$ cat src/rtl/seq_pkg.sv
// Shared definitions for the step sequencer: FSM state encoding, the
// step-index width helper and the tempo value loaded at reset.
package seq_pkg;

  // Tempo register value after reset.
  localparam int DEFAULT_BPM = 120;

  typedef enum logic [1:0] {
    IDLE  = 2'd0,
    RUN   = 2'd1,
    PAUSE = 2'd2
  } seq_state_e;

  // Width of a step index for a pattern of the given length (at least 1 bit).
  function automatic int step_w(input int steps);
    return (steps > 1) ? $clog2(steps) : 1;
  endfunction

endpackage

$ cat src/rtl/seq_if.sv
// Control/status bundle between the front-panel controller (master) and the
// step sequencer (slave).
//   sel/ld_*        : load data and load strobes for patterns, tempo, length
//   play/stop       : run level and stop pulse
//   step_tick       : one-cycle step pulse from the tempo divider
//   mute            : per-channel mute levels
//   trig/gate       : per-channel step pulse / step-long level
//   step/bar_done   : current step index and wrap pulse
//   bpm/running     : tempo register and RUN indicator
interface seq_if import seq_pkg::*; #(
  parameter int NUM_CH = 4,
  parameter int STEPS  = 8,
  parameter int BPM_W  = 8
);
  localparam int STEP_W = step_w(STEPS);

  logic [STEPS-1:0]  sel;
  logic [NUM_CH-1:0] ld_ch;
  logic              ld_bpm;
  logic              ld_len;
  logic              play;
  logic              stop;
  logic              step_tick;
  logic [NUM_CH-1:0] mute;
  logic [NUM_CH-1:0] trig;
  logic [NUM_CH-1:0] gate;
  logic [STEP_W-1:0] step;
  logic              bar_done;
  logic [BPM_W-1:0]  bpm;
  logic              running;

  modport master (
    output sel, ld_ch, ld_bpm, ld_len, play, stop, step_tick, mute,
    input  trig, gate, step, bar_done, bpm, running
  );

  modport slave (
    input  sel, ld_ch, ld_bpm, ld_len, play, stop, step_tick, mute,
    output trig, gate, step, bar_done, bpm, running
  );

endinterface

$ cat src/rtl/seq_step_counter.sv
// Step counter with programmable loop length.
//   clk, reset : clock and synchronous active-high reset
//   advance    : move to the next step (wrapping at len)
//   clear      : force step to 0 without a bar_done pulse
//   len_load   : capture len_in (0 or > STEPS is stored as STEPS)
//   step       : current step index
//   step_nxt   : index the next advance will produce (used for evaluation)
//   bar_done   : one-cycle pulse when an advance lands on step 0
module seq_step_counter import seq_pkg::*; #(
  parameter  int STEPS  = 8,
  localparam int STEP_W = step_w(STEPS),
  localparam int LEN_W  = STEP_W + 1
) (
  input  logic              clk,
  input  logic              reset,
  input  logic              advance,
  input  logic              clear,
  input  logic              len_load,
  input  logic [LEN_W-1:0]  len_in,
  output logic [STEP_W-1:0] step,
  output logic [STEP_W-1:0] step_nxt,
  output logic              bar_done
);

  logic [STEP_W-1:0] step_q;
  logic [LEN_W-1:0]  len_q;
  logic [LEN_W-1:0]  len_clean;
  logic [LEN_W-1:0]  step_inc;
  logic              bar_q;

  assign len_clean = ((len_in == '0) || (len_in > LEN_W'(STEPS))) ? LEN_W'(STEPS) : len_in;

  // Wrap on ">=" rather than "==" so a length shortened below the current
  // step still returns to 0 on the next advance.
  assign step_inc = {1'b0, step_q} + LEN_W'(1);
  assign step_nxt = (step_inc >= len_q) ? '0 : step_inc[STEP_W-1:0];

  always_ff @(posedge clk) begin
    if (reset) begin
      step_q <= '0;
      len_q  <= LEN_W'(STEPS);
      bar_q  <= 1'b0;
    end else begin
      bar_q <= 1'b0;
      if (len_load) begin
        len_q <= len_clean;
      end
      if (clear) begin
        step_q <= '0;
      end else if (advance) begin
        step_q <= step_nxt;
        bar_q  <= (step_nxt == '0);
      end
    end
  end

  assign step     = step_q;
  assign bar_done = bar_q;

endmodule

$ cat src/rtl/step_sequencer.sv
// Multi-channel step sequencer: per-channel patterns, tempo and loop-length
// registers, a run/pause/stop FSM and registered trigger/gate outputs.
//   clk, reset : clock and synchronous active-high reset
//   bus        : seq_if slave modport (loads, transport, mute, outputs)
//
// state | meaning
// IDLE  | stopped, step held at 0, gates low
// RUN   | step_tick advances the step and re-evaluates trig/gate
// PAUSE | step held, gates low, step_tick ignored
module step_sequencer import seq_pkg::*; #(
  parameter int NUM_CH      = 4,
  parameter int STEPS       = 8,
  parameter int BPM_W       = 8,
  parameter int BPM_DEFAULT = DEFAULT_BPM
) (
  input  logic clk,
  input  logic reset,
  seq_if.slave bus
);

  localparam int STEP_W = step_w(STEPS);
  localparam int LEN_W  = STEP_W + 1;

  seq_state_e state, state_nxt;

  logic [STEPS-1:0]  pattern [NUM_CH];
  logic [BPM_W-1:0]  bpm_q;
  logic [NUM_CH-1:0] trig_q;
  logic [NUM_CH-1:0] gate_q;
  logic [NUM_CH-1:0] pat_col;
  logic [STEP_W-1:0] step_cur;
  logic [STEP_W-1:0] step_nxt;
  logic [STEP_W-1:0] eval_idx;
  logic              bar_done;
  logic              advance;
  logic              clear;
  logic              eval;
  logic              gate_keep;

  seq_step_counter #(.STEPS(STEPS)) u_counter (
    .clk      (clk),
    .reset    (reset),
    .advance  (advance),
    .clear    (clear),
    .len_load (bus.ld_len),
    .len_in   (bus.sel[LEN_W-1:0]),
    .step     (step_cur),
    .step_nxt (step_nxt),
    .bar_done (bar_done)
  );

  always_ff @(posedge clk) begin
    if (reset) begin
      state <= IDLE;
    end else begin
      state <= state_nxt;
    end
  end

  // stop outranks play, and a play transition swallows a coincident tick.
  always_comb begin
    state_nxt = state;
    advance   = 1'b0;
    clear     = 1'b0;
    eval      = 1'b0;
    eval_idx  = step_nxt;
    gate_keep = 1'b0;
    if (bus.stop) begin
      state_nxt = IDLE;
      clear     = 1'b1;
    end else begin
      case (state)
        IDLE: begin
          if (bus.play) begin
            state_nxt = RUN;
            eval      = 1'b1;
            eval_idx  = '0;
          end
        end
        RUN: begin
          if (!bus.play) begin
            state_nxt = PAUSE;
          end else if (bus.step_tick) begin
            advance = 1'b1;
            eval    = 1'b1;
          end else begin
            gate_keep = 1'b1;
          end
        end
        PAUSE: begin
          if (bus.play) begin
            state_nxt = RUN;
          end
        end
        default: begin
          state_nxt = IDLE;
          clear     = 1'b1;
        end
      endcase
    end
  end

  always_comb begin
    pat_col = '0;
    for (int i = 0; i < NUM_CH; i++) begin
      pat_col[i] = pattern[i][eval_idx];
    end
  end

  always_ff @(posedge clk) begin
    if (reset) begin
      for (int i = 0; i < NUM_CH; i++) begin
        pattern[i] <= '0;
      end
      bpm_q <= BPM_W'(BPM_DEFAULT);
    end else begin
      for (int i = 0; i < NUM_CH; i++) begin
        if (bus.ld_ch[i]) begin
          pattern[i] <= bus.sel;
        end
      end
      if (bus.ld_bpm) begin
        bpm_q <= bus.sel[BPM_W-1:0];
      end
    end
  end

  // Between evaluations a gate can only fall (mute), never rise again.
  always_ff @(posedge clk) begin
    if (reset) begin
      trig_q <= '0;
      gate_q <= '0;
    end else if (eval) begin
      trig_q <= pat_col & ~bus.mute;
      gate_q <= pat_col & ~bus.mute;
    end else begin
      trig_q <= '0;
      gate_q <= gate_keep ? (gate_q & ~bus.mute) : '0;
    end
  end

  assign bus.trig     = trig_q;
  assign bus.gate     = gate_q;
  assign bus.step     = step_cur;
  assign bus.bar_done = bar_done;
  assign bus.bpm      = bpm_q;
  assign bus.running  = (state == RUN);

endmodule

$ cat src/flat_wrapper.sv
// flat-port wrapper written by rule: the top's interface ports become plain ports
module step_sequencer_flat import seq_pkg::*;
#(
  parameter int NUM_CH      = 4,
  parameter int STEPS       = 8,
  parameter int BPM_W       = 8,
  parameter int BPM_DEFAULT = DEFAULT_BPM
)
  (clk, reset, bus_sel, bus_ld_ch, bus_ld_bpm, bus_ld_len, bus_play, bus_stop, bus_step_tick, bus_mute, bus_trig, bus_gate, bus_step, bus_bar_done, bus_bpm, bus_running);
  seq_if #(.NUM_CH(NUM_CH), .STEPS(STEPS), .BPM_W(BPM_W)) bus_i ();
  input  logic clk;
  input  logic reset;
  input wire logic [$bits(bus_i.sel)-1:0] bus_sel;
  input wire logic [$bits(bus_i.ld_ch)-1:0] bus_ld_ch;
  input wire logic [$bits(bus_i.ld_bpm)-1:0] bus_ld_bpm;
  input wire logic [$bits(bus_i.ld_len)-1:0] bus_ld_len;
  input wire logic [$bits(bus_i.play)-1:0] bus_play;
  input wire logic [$bits(bus_i.stop)-1:0] bus_stop;
  input wire logic [$bits(bus_i.step_tick)-1:0] bus_step_tick;
  input wire logic [$bits(bus_i.mute)-1:0] bus_mute;
  output wire logic [$bits(bus_i.trig)-1:0] bus_trig;
  output wire logic [$bits(bus_i.gate)-1:0] bus_gate;
  output wire logic [$bits(bus_i.step)-1:0] bus_step;
  output wire logic [$bits(bus_i.bar_done)-1:0] bus_bar_done;
  output wire logic [$bits(bus_i.bpm)-1:0] bus_bpm;
  output wire logic [$bits(bus_i.running)-1:0] bus_running;
  assign bus_i.sel = bus_sel;
  assign bus_i.ld_ch = bus_ld_ch;
  assign bus_i.ld_bpm = bus_ld_bpm;
  assign bus_i.ld_len = bus_ld_len;
  assign bus_i.play = bus_play;
  assign bus_i.stop = bus_stop;
  assign bus_i.step_tick = bus_step_tick;
  assign bus_i.mute = bus_mute;
  assign bus_trig = bus_i.trig;
  assign bus_gate = bus_i.gate;
  assign bus_step = bus_i.step;
  assign bus_bar_done = bus_i.bar_done;
  assign bus_bpm = bus_i.bpm;
  assign bus_running = bus_i.running;
  step_sequencer #(.NUM_CH(NUM_CH), .STEPS(STEPS), .BPM_W(BPM_W), .BPM_DEFAULT(BPM_DEFAULT)) u_core (.clk(clk), .reset(reset), .bus(bus_i));
endmodule
$ cat config.mk
export PLATFORM = sky130hd
export DESIGN_NAME = step_sequencer_flat
export DESIGN_NICKNAME = d
export VERILOG_FILES = /design/src/rtl/seq_pkg.sv /design/src/rtl/seq_if.sv /design/src/rtl/seq_step_counter.sv /design/src/rtl/step_sequencer.sv /design/src/flat_wrapper.sv
export SDC_FILE = /design/constraint.sdc
export NUM_CORES = 1
export LEC_CHECK = 0
export BUFFER_PORTS_ARGS = -buffer_cell sky130_fd_sc_hd__buf_4
export CAP_MARGIN = 20
export CORE_UTILIZATION = 50
export DETAILED_ROUTE_END_ITERATION = 8
export GPL_ROUTABILITY_DRIVEN = 0
export GPL_TIMING_DRIVEN = 0
export PLACE_DENSITY = 0.72
export SETUP_SLACK_MARGIN = 0.5
export SYNTH_ARGS = -nofsm -noshare
export SYNTH_HDL_FRONTEND = slang
export SYNTH_SLANG_ARGS = --single-unit
$ cat constraint.sdc
create_clock -name clk -period 4.2 [get_ports clk]
set_input_delay 0.21 -clock clk [delete_from_list [all_inputs] [get_ports clk]]
set_output_delay 0.21 -clock clk [all_outputs]
set_load 0.02 [all_outputs]
==> qor.csv <==
metric,value,unit
status,"complete, no violations",
CP cell instances,"buf_2, buf_1, and3_1, ha_1, and2_4, a221oi_4, nand2_1, o2111a_1, or3_1",
"Slowest-stage cell, CP",buf_1,
WL met1,2.51,mm
clk slew on worst S/H paths,60,ps
crit path DAT,3560,ps
worst hold stages,2,
Worst Hold End,u_core.state[1],
Routed met2 length,2.69,mm
fillers,443,
TritonRoute pass-1 iters,4,
# IOs,44,
Area after DPL,3160,sq um
Layout area overhead,20.5,%
final setup vio count,0,
Critical Path End Type,flip-flop,
startpoint of the worst hold path,bus_play,
crit-path max FO,10,
Die Footprint,5810,sq um
Worst Tran Pin Value,789,ps
1st-iter DRT viols,146,
Clock Tree Root,clkbuf_8,
Worst Slack Setup Final,859,ps
Post-synth EDFFs,32,
peak supply drop,0.233,mV
routed via count,1969,
CP startpoint kind,flip-flop,
worst skew pair latency,330,ps
Final min period,3340,ps
Clock power frac,36.0,%
Initial Util,52.9,%
mean post-synth cell area,11.1,sq um
Post-synth ARST share,0,%
Routed WL,5.70,mm
Mapped Nets,275,
"Distinct cells, synth",44,
main area contributors after synthesis,"edfxtp_1 (35%), dfxtp_1 (19%), and2_1 (7.7%), mux2i_1 (5.1%), ha_1 (2.3%)",
"count leader, synth",and2_1,
Post-Syn Instances,247,
met3 wire length,358,microns
row count,26,
hpwl dp,4.25,mm
post-route ant nets,0,
DRC,0,
GR Util All Layers,21.0,%
dpl ws,862,ps
first-pass GRT wire length,9.16,mm
H-Tree Depth,3,
r2r startpoint,u_core.u_counter.step[0],
part of the power in registers,53.7,%
postcts setup bufs,0,
RSZ-0062 raised after global routing,no,
vias in the first global route,1868,
Post-synth top cells,"and2_1 (34), edfxtp_1 (32), dfxtp_1 (26)",
Yosys top cell by area,edfxtp_1,
Fmax achieved,299,MHz
Slew HR,46.9,%
mapped cell area,2750,sq um
Clock Path Buffers,2,
sw frac,23.7,%
reg2reg end,u_core.bus.gate[3],
setup TNS,0,ps
share of post-route cells with drive strength above 1,22.3,%
Nets,328,
Fin. Hold Viols,0,
Yosys reg bits,58,
fin. max-slew vios,0,
Hold Slack,80.9,ps
Comb pwr share,10.3,%
post-cts gate resize count,0,
DR vias/cell,5.25,
"Seq/Total Area, Yosys",53.8,%
"Hold-fix buffers, CTS",0,
leakage,1.35,nW
Antenna diodes,0,
port buffer count,42,
Clock Skew,6.12,ps
top_reg_cell synth,edfxtp_1,
post-route cell area,3320,sq um
Max-Cap Viols,0,
CP Class,flip-flop to flip-flop,
Inserted Clock Buffers,9,
max layer used,met4,
worst reg2reg setup slack,860,ps
largest net degree at the start of global routing,11,
final clock period utilization by the worst path,79.5,%
antenna violations before repair,0,
Hold Path Class,primary input to flip-flop,
Overflow after GRT,0,
Switch Pwr,0.000285,W
Core Footprint,5200,sq um
P_int,0.000919,W
die height,76.2,microns
CTS tree,yes,
clk sinks,58,
Crit path largest cell delay,480,ps
Pwr Density,363,nW/um^2
Worst Reg-to-Reg Cells,9,
Wirelength per Cell,15.2,microns
Worst Path Required,4420,ps
Die X,76.2,microns
top cell type's share of synthesized area,34.9,%
Yosys warnings,0,
-- cells by family after synthesis --
logic type               share of synthesized area [%]
buffers and inverters                             2.09
multiplexers                                      5.09
XOR/XNOR                                         0.591
AND/OR/NAND/NOR                                   24.7
adder cells (fa/ha/maj)                           2.27
AO/OA/AOI/OAI                                     11.5
flip-flops                                        53.8
-- area by class of cell --
class                           instances  area [sq um]  area share, %
Timing Repair Buffer                   42           315           9.51
Tap cell                               70          87.6           2.64
Sequential cell                        58          1480           44.7
Clock buffer                           15           156           4.72
Multi-Input combinational cell        174          1210           36.6
Buffer                                  4          16.3          0.490
Clock inverter                          1          5.00          0.151
Inverter                               11          41.3           1.24
-- per-layer routing --
metal  global-route usage (%)  vias to the layer above
met5                        0                        -
met2                     32.8                       67
met1                     26.5                      884
met4                     11.7                        0
met3                     5.75                       11
li1                         -                     1007
-- how the worst max path moves through the flow --
stage / start / end / slack, ps / depth (start not counted)
floorplan: u_core.u_counter.step[0] / u_core.bus.gate[3] / 1300 / 9
global placement: u_core.u_counter.step[0] / u_core.bus.gate[3] / 920 / 9
detailed placement: u_core.u_counter.step[0] / u_core.bus.gate[3] / 860 / 9
CTS: u_core.u_counter.step[0] / u_core.bus.gate[3] / 850 / 9
global route: u_core.u_counter.step[0] / u_core.bus.gate[3] / 720 / 9
finish: u_core.u_counter.step[0] / u_core.bus.gate[3] / 860 / 9
-- flip-flops by register name, summed over array words and instances (netlist names) --
| name | cells |
|---|---|
| u_core.pattern | 32 |
| u_core.bus.trig | 4 |
| u_core.u_counter.step | 3 |
| u_core.state | 2 |
| u_core.bus.gate | 4 |
| u_core.bus.bpm | 8 |
| u_core.u_counter.len_q | 4 |
| u_core.u_counter.bar_done | 1 |
-- metrics by stage --
| step | utilization (%) | instances | power, W |
|---|---|---|---|
| 2_1_floorplan | - | 247 | 0.000727 |
| 3_3_place_gp | 60.6 | 359 | 0.000779 |
| 3_5_place_dp | 60.6 | 359 | 0.000782 |
| 4_1_cts | 63.7 | 375 | 0.00121 |
| 5_1_grt | 63.7 | 375 | 0.00126 |
| 6_report | 63.7 | 375 | 0.00120 |
-- placed cells by master, fill, tap and decap left out, drive strengths merged, types with 2 or more instances in the layout --
cell	netlist	routed
a2111oi	3	3
a211oi	3	3
a21oi	12	12
a31oi	3	3
and2	35	35
and3	2	2
buf	2	44
clkbuf	2	17
dfxtp	26	26
edfxtp	32	32
ha	5	5
inv	11	11
mux2i	14	14
nand2	10	10
nand2b	3	3
nand3	7	7
nand4b	4	4
nor2	16	16
nor2b	10	10
nor3	5	5
nor3b	5	5
nor4b	2	2
o2111a	3	3
o21ai	8	8
o221ai	3	3
o22ai	2	2
or2	6	6
or3	3	3
-- critical path: cells and delay by family (launching register included) --
kind / cells / cell delay (ps)
fa+ha+maj: 1 / 280
compound gates: 2 / 700
simple gates: 4 / 1080
buf+inv: 2 / 750
flops: 1 / 400
-- power by group through the flow --
stage          combinational [W]  sequential, W  clock, W
2_1_floorplan          0.0000650       0.000662         0
3_3_place_gp            0.000122       0.000657         0
3_5_place_dp            0.000124       0.000658         0
4_1_cts                 0.000124       0.000646  0.000444
5_1_grt                 0.000136       0.000649  0.000472
6_report                0.000124       0.000646  0.000434
(Power assumes the default switching activity.)
